## src/rtl/dcache_writeback_buffer_pkg.sv

```systemverilog
// Shared defaults for the dcache write-back buffer and its tag CAM.
package dcache_writeback_buffer_pkg;
    localparam int DEF_LINE_ADDR_WIDTH = 13;
    localparam int DEF_LINE_WIDTH      = 64;
    localparam int DEF_DEPTH           = 4;
endpackage

```

## src/rtl/dcache_writeback_buffer_cam.sv

```systemverilog
// Depth-way tag CAM: one-hot match vector plus the youngest matching slot,
// where age is measured as distance from the FIFO read pointer.
module dcache_wb_cam
    import dcache_writeback_buffer_pkg::*;
#(
    parameter int addr_width = DEF_LINE_ADDR_WIDTH,
    parameter int depth      = DEF_DEPTH,
    localparam int PW        = $clog2(depth)
) (
    input  logic [depth-1:0]                 valid_i,
    input  logic [depth-1:0][addr_width-1:0] tag_i,
    input  logic [PW-1:0]                    rd_ptr_i,
    input  logic [addr_width-1:0]            addr_i,
    output logic [depth-1:0]                 match_o,
    output logic                             hit_o,
    output logic [PW-1:0]                    youngest_o
);
    genvar gi;
    generate
        for (gi = 0; gi < depth; gi++) begin : g_cmp
            assign match_o[gi] = valid_i[gi] && (tag_i[gi] == addr_i);
        end
    endgenerate

    assign hit_o = |match_o;

    logic [PW-1:0] idx;

    // Walk from head towards tail so the last match seen is the youngest.
    always_comb begin
        youngest_o = '0;
        idx        = '0;
        for (int k = 0; k < depth; k++) begin
            idx = rd_ptr_i + PW'(k);
            if (match_o[idx]) begin
                youngest_o = idx;
            end
        end
    end
endmodule

```

## src/rtl/dcache_writeback_buffer.sv

```systemverilog
// Write-back FIFO behind the dcache with coalescing pushes and a miss-path CAM lookup.
// Optional macro DCACHE_WB_FORWARD_EN: lookup_data_o returns the youngest matching line.
module dcache_writeback_buffer
    import dcache_writeback_buffer_pkg::*;
#(
    parameter int line_addr_width = DEF_LINE_ADDR_WIDTH,
    parameter int line_width      = DEF_LINE_WIDTH,
    parameter int depth           = DEF_DEPTH,
    localparam int PW             = $clog2(depth),
    localparam int CW             = $clog2(depth) + 1
) (
    input  logic                       clk_i,
    input  logic                       rst_i,
    input  logic                       ejected_valid_i,
    input  logic [line_addr_width-1:0] ejected_addr_i,
    input  logic [line_width-1:0]      ejected_i,
    output logic                       full_o,
    output logic                       empty_o,
    output logic [CW-1:0]              count_o,
    output logic                       overflow_o,
    output logic                       mem_w_valid_o,
    input  logic                       mem_w_ready_i,
    output logic [line_addr_width-1:0] mem_w_addr_o,
    output logic [line_width-1:0]      mem_w_data_o,
    input  logic                       lookup_valid_i,
    input  logic [line_addr_width-1:0] lookup_addr_i,
    output logic                       lookup_hit_o,
    output logic [line_width-1:0]      lookup_data_o
);
    logic [depth-1:0]                      valid_q, valid_d;
    logic [depth-1:0][line_addr_width-1:0] tag_q;
    logic [line_width-1:0]                 data_q [depth];
    logic [PW-1:0]                         rd_ptr_q, rd_ptr_d, wr_ptr_q, wr_ptr_d;
    logic [CW-1:0]                         count_q, count_d;
    logic                                  overflow_q, overflow_d;

    logic [depth-1:0] head_onehot, coal_mask, coal_match, lk_match;
    logic             coal_hit, lk_hit;
    logic [PW-1:0]    coal_idx, lk_idx;
    logic             pop, push_new, coalesce;

    genvar gi;
    generate
        for (gi = 0; gi < depth; gi++) begin : g_head
            assign head_onehot[gi] = (rd_ptr_q == PW'(gi));
        end
    endgenerate

    // The head is already offered to memory, so it must never be rewritten.
    assign coal_mask = valid_q & ~head_onehot;

    dcache_wb_cam #(.addr_width(line_addr_width), .depth(depth)) u_push_cam (
        .valid_i    (coal_mask),
        .tag_i      (tag_q),
        .rd_ptr_i   (rd_ptr_q),
        .addr_i     (ejected_addr_i),
        .match_o    (coal_match),
        .hit_o      (coal_hit),
        .youngest_o (coal_idx)
    );

    dcache_wb_cam #(.addr_width(line_addr_width), .depth(depth)) u_lookup_cam (
        .valid_i    (valid_q),
        .tag_i      (tag_q),
        .rd_ptr_i   (rd_ptr_q),
        .addr_i     (lookup_addr_i),
        .match_o    (lk_match),
        .hit_o      (lk_hit),
        .youngest_o (lk_idx)
    );

    assign empty_o       = (count_q == '0);
    assign full_o        = (count_q == CW'(depth));
    assign count_o       = count_q;
    assign overflow_o    = overflow_q;
    assign mem_w_valid_o = !empty_o;
    assign mem_w_addr_o  = tag_q[rd_ptr_q];
    assign mem_w_data_o  = data_q[rd_ptr_q];

    assign pop      = mem_w_valid_o && mem_w_ready_i;
    assign coalesce = ejected_valid_i && coal_hit;
    // A same-cycle pop does not free room: fullness is judged on pre-edge count.
    assign push_new = ejected_valid_i && !coal_hit && !full_o;

    always_comb begin
        valid_d    = valid_q;
        rd_ptr_d   = rd_ptr_q;
        wr_ptr_d   = wr_ptr_q;
        overflow_d = overflow_q || (ejected_valid_i && !coal_hit && full_o);
        count_d    = count_q + CW'(push_new) - CW'(pop);
        if (pop) begin
            valid_d[rd_ptr_q] = 1'b0;
            rd_ptr_d          = rd_ptr_q + PW'(1);
        end
        if (push_new) begin
            valid_d[wr_ptr_q] = 1'b1;
            wr_ptr_d          = wr_ptr_q + PW'(1);
        end
    end

    always_ff @(posedge clk_i or posedge rst_i) begin
        if (rst_i) begin
            valid_q    <= '0;
            rd_ptr_q   <= '0;
            wr_ptr_q   <= '0;
            count_q    <= '0;
            overflow_q <= 1'b0;
        end else begin
            valid_q    <= valid_d;
            rd_ptr_q   <= rd_ptr_d;
            wr_ptr_q   <= wr_ptr_d;
            count_q    <= count_d;
            overflow_q <= overflow_d;
        end
    end

    // Payload storage carries no reset; the valid bits qualify it.
    always_ff @(posedge clk_i) begin
        if (push_new) begin
            tag_q[wr_ptr_q]  <= ejected_addr_i;
            data_q[wr_ptr_q] <= ejected_i;
        end
        if (coalesce) begin
            data_q[coal_idx] <= ejected_i;
        end
    end

    assign lookup_hit_o = lookup_valid_i && lk_hit;

`ifdef DCACHE_WB_FORWARD_EN
    assign lookup_data_o = lookup_hit_o ? data_q[lk_idx] : '0;
    logic match_unused;
    assign match_unused = ^{coal_match, lk_match};
`else
    assign lookup_data_o = '0;
    logic match_unused;
    assign match_unused = ^{coal_match, lk_match, lk_idx};
`endif
endmodule

```

## config.mk

```make
export PLATFORM = sky130hd
export DESIGN_NAME = dcache_writeback_buffer
export DESIGN_NICKNAME = d
export VERILOG_FILES = /design/src/rtl/dcache_writeback_buffer_pkg.sv /design/src/rtl/dcache_writeback_buffer_cam.sv /design/src/rtl/dcache_writeback_buffer.sv
export SDC_FILE = /design/constraint.sdc
export NUM_CORES = 1
export LEC_CHECK = 0
export BUFFER_PORTS_ARGS = -buffer_cell sky130_fd_sc_hd__buf_2
export CAP_MARGIN = 20
export CORE_ASPECT_RATIO = 0.5
export CORE_MARGIN = 2
export CORE_UTILIZATION = 51
export CTS_CLUSTER_SIZE = 12
export DETAILED_ROUTE_END_ITERATION = 7
export HOLD_SLACK_MARGIN = 0.12
export PLACE_DENSITY = 0.74
export SLEW_MARGIN = 20
export SYNTH_ARGS = -nofsm -noshare
export SYNTH_HDL_FRONTEND = slang
export SYNTH_HIERARCHICAL = 1
export SYNTH_SLANG_ARGS = --single-unit
export TNS_END_PERCENT = 5
```

## constraint.sdc

```tcl
create_clock -name clk_i -period 8.3 [get_ports clk_i]
set_clock_uncertainty 0.2 [all_clocks]
set_input_delay 1.66 -clock clk_i [delete_from_list [all_inputs] [get_ports clk_i]]
set_output_delay 1.66 -clock clk_i [all_outputs]
set_load 0.01 [all_outputs]
```

==> impl_metrics.ini <==
[clock_tree]
cts_resized = 0
ctsLongestPathBuffers = 3
numClockSinks = 320
cts_tree = built
cts_setup_buffers = 0
hold_buffers = 0
path_clk_slew_ns = 0.06
root_buffer = clkbuf_16
clk_latency_ns = 0.55
cts-htree-levels = 1
cts_made_buffers = 30

[global_routing]
grt_max_degree = 54
grt_use_total_pct = 19.4
grt-ovfl-total = 0
antenna_found_initial = 6
grt_pass1_vias = 7164
grt_first_pass_wirelength_um = 41900

[placement]
placed_area_um2 = 14900
dp.cells = 1223
gp_congestion = 0.917
portBuffers = 179
dp_hpwl_um = 18200

[floorplan]
rows = 42
die_x_um = 239
start_util_pct = 52.5
fp.dieArea_um2 = 28900
core_area_um2 = 26700
num_io_pins = 244
die_y_um = 121

[finish]
finalCoreUtilization_pct = 58.8
stdcell_count = 1269
nets = 1009
stdcell_area_um2 = 15700
drive_gt1_share_pct = 35.9
areaGrowthSynthToFinish_pct = 12.1

[sta]
hold_viol = 0
setup_violations = 0
fmaxAchievable_mhz = 199
fin_crit_sh_pct = 60.6
rsz0062_at_grt = no
period_minus_slack_ns = 5.03
slew_viol_final = 0
slew-limit-headroom_pct = 35.2
fin_setup_tns_ns = 0
max_slew.worst_pin.slew_ns = 0.970

[flow_run]
cap_violations = 0

[min_path]
min_from = overflow_o
holdPathStages = 1
min_to = overflow_o
hold_class = flop to flop

[drt]
via_count = 6778
final_antenna_net_count = 0
wl_per_cell_um = 21.7
drc = 0
viasPerCell = 5.34
drtIter0Drc = 437
drt_pre_antenna_iters = 4
wirelength_um = 27500

[worst_setup_path]
r2r_slack_ns = 3.31
startpoint_type = primary input
cp_max_fo = 37
cp-end-kind = flop
path_class = primary input to flop
r2r-start = rd_ptr_q[1]
cp-startpoint = ejected_addr_i[6]
required_ns = 8.29
reg2reg_depth = 11
arrival_ns = 5.02
r2r_end = data_q[2][63]

[logic_synthesis]
syn-cell-area_um2 = 14000
netlist_instances = 732
yosysWarnings = 6
syn_area_per_cell_um2 = 19.2

[power]
p_per_area_nw_per_um2 = 329
ir_worst_vdd_v = 0.000202
p_leak_nw = 5.45

[run_status]
status = finished clean
==> cell usage in the layout (no fill, tap or decap), drive strengths merged, types with 5 or more instances in the layout <==
cell type	n
inv	12
dfrtp	12
mux4	77
nor2b	5
nor2	10
diode	5
nand2	17
ha	10
clkbuf	40
edfxtp	308
and2	5
nand4	24
nor4	8
buf	186
xnor2	108
conb	64
==> critical path: stages <==
cell	delay, ns
buf_2	0.23
xnor2_1	0.15
nand4_1	0.22
nor4_4	0.37
nor2_1	0.09
nand2_1	0.16
mux2_2	0.38
or2_2	0.33
nor2_4	0.75
buf_4	0.63
==> state kept, by name, indices dropped and copies added, names as in the netlist <==
register and flops:
tag_q 52, valid_q 4, wr_ptr_q 2, rd_ptr_q 2, overflow_o 1, count_o 3
data_q 256
==> worst max-delay path by stage <==
stage,endpoint,slack (ns),depth (start not counted)
2_1_floorplan,data_q[2][0],1.65,9
3_3_place_gp,data_q[2][0],2.72,10
3_5_place_dp,data_q[2][1],2.68,10
4_1_cts,data_q[2][63],2.99,12
5_1_grt,data_q[2][63],2.94,11
6_report,data_q[2][63],3.27,10
==> per-layer routing <==
metal / wire length, um / global-route usage (%)
met5: 11 / 0
met4: 758 / 6.13
met3: 1240 / 3.59
met2: 14300 / 33.9
met1: 11200 / 24.9
==> power by group <==
| part | internal (mW) | switching, mW | total, mW |
|---|---|---|---|
| clock network | 0.655 | 0.546 | 1.20 |
| logic | 0.747 | 0.905 | 1.65 |
| registers | 2.15 | 0.162 | 2.31 |
==> layout make-up <==
type	instances	area, um^2
Fill cell	1982	11000
Sequential cell	320	9560
Multi-Input combinational cell	352	3890
Timing Repair Buffer	186	952
Clock buffer	40	788
Tap cell	352	440
Inverter	13	53.8
Clock inverter	1	30.0
Antenna cell	5	12.5
==> through the flow <==
stage                     hold slack [ns]  power (mW)  worst slack (ns)
after floorplan                     0.280        3.47              1.65
after global placement              0.268        4.00              2.72
after detailed placement            0.269        4.04              2.68
after CTS                           0.285        5.24              2.99
after global routing                0.310        5.42              2.94
final                               0.278        5.17              3.27
Note: power is estimated with default switching activity, not from simulation.
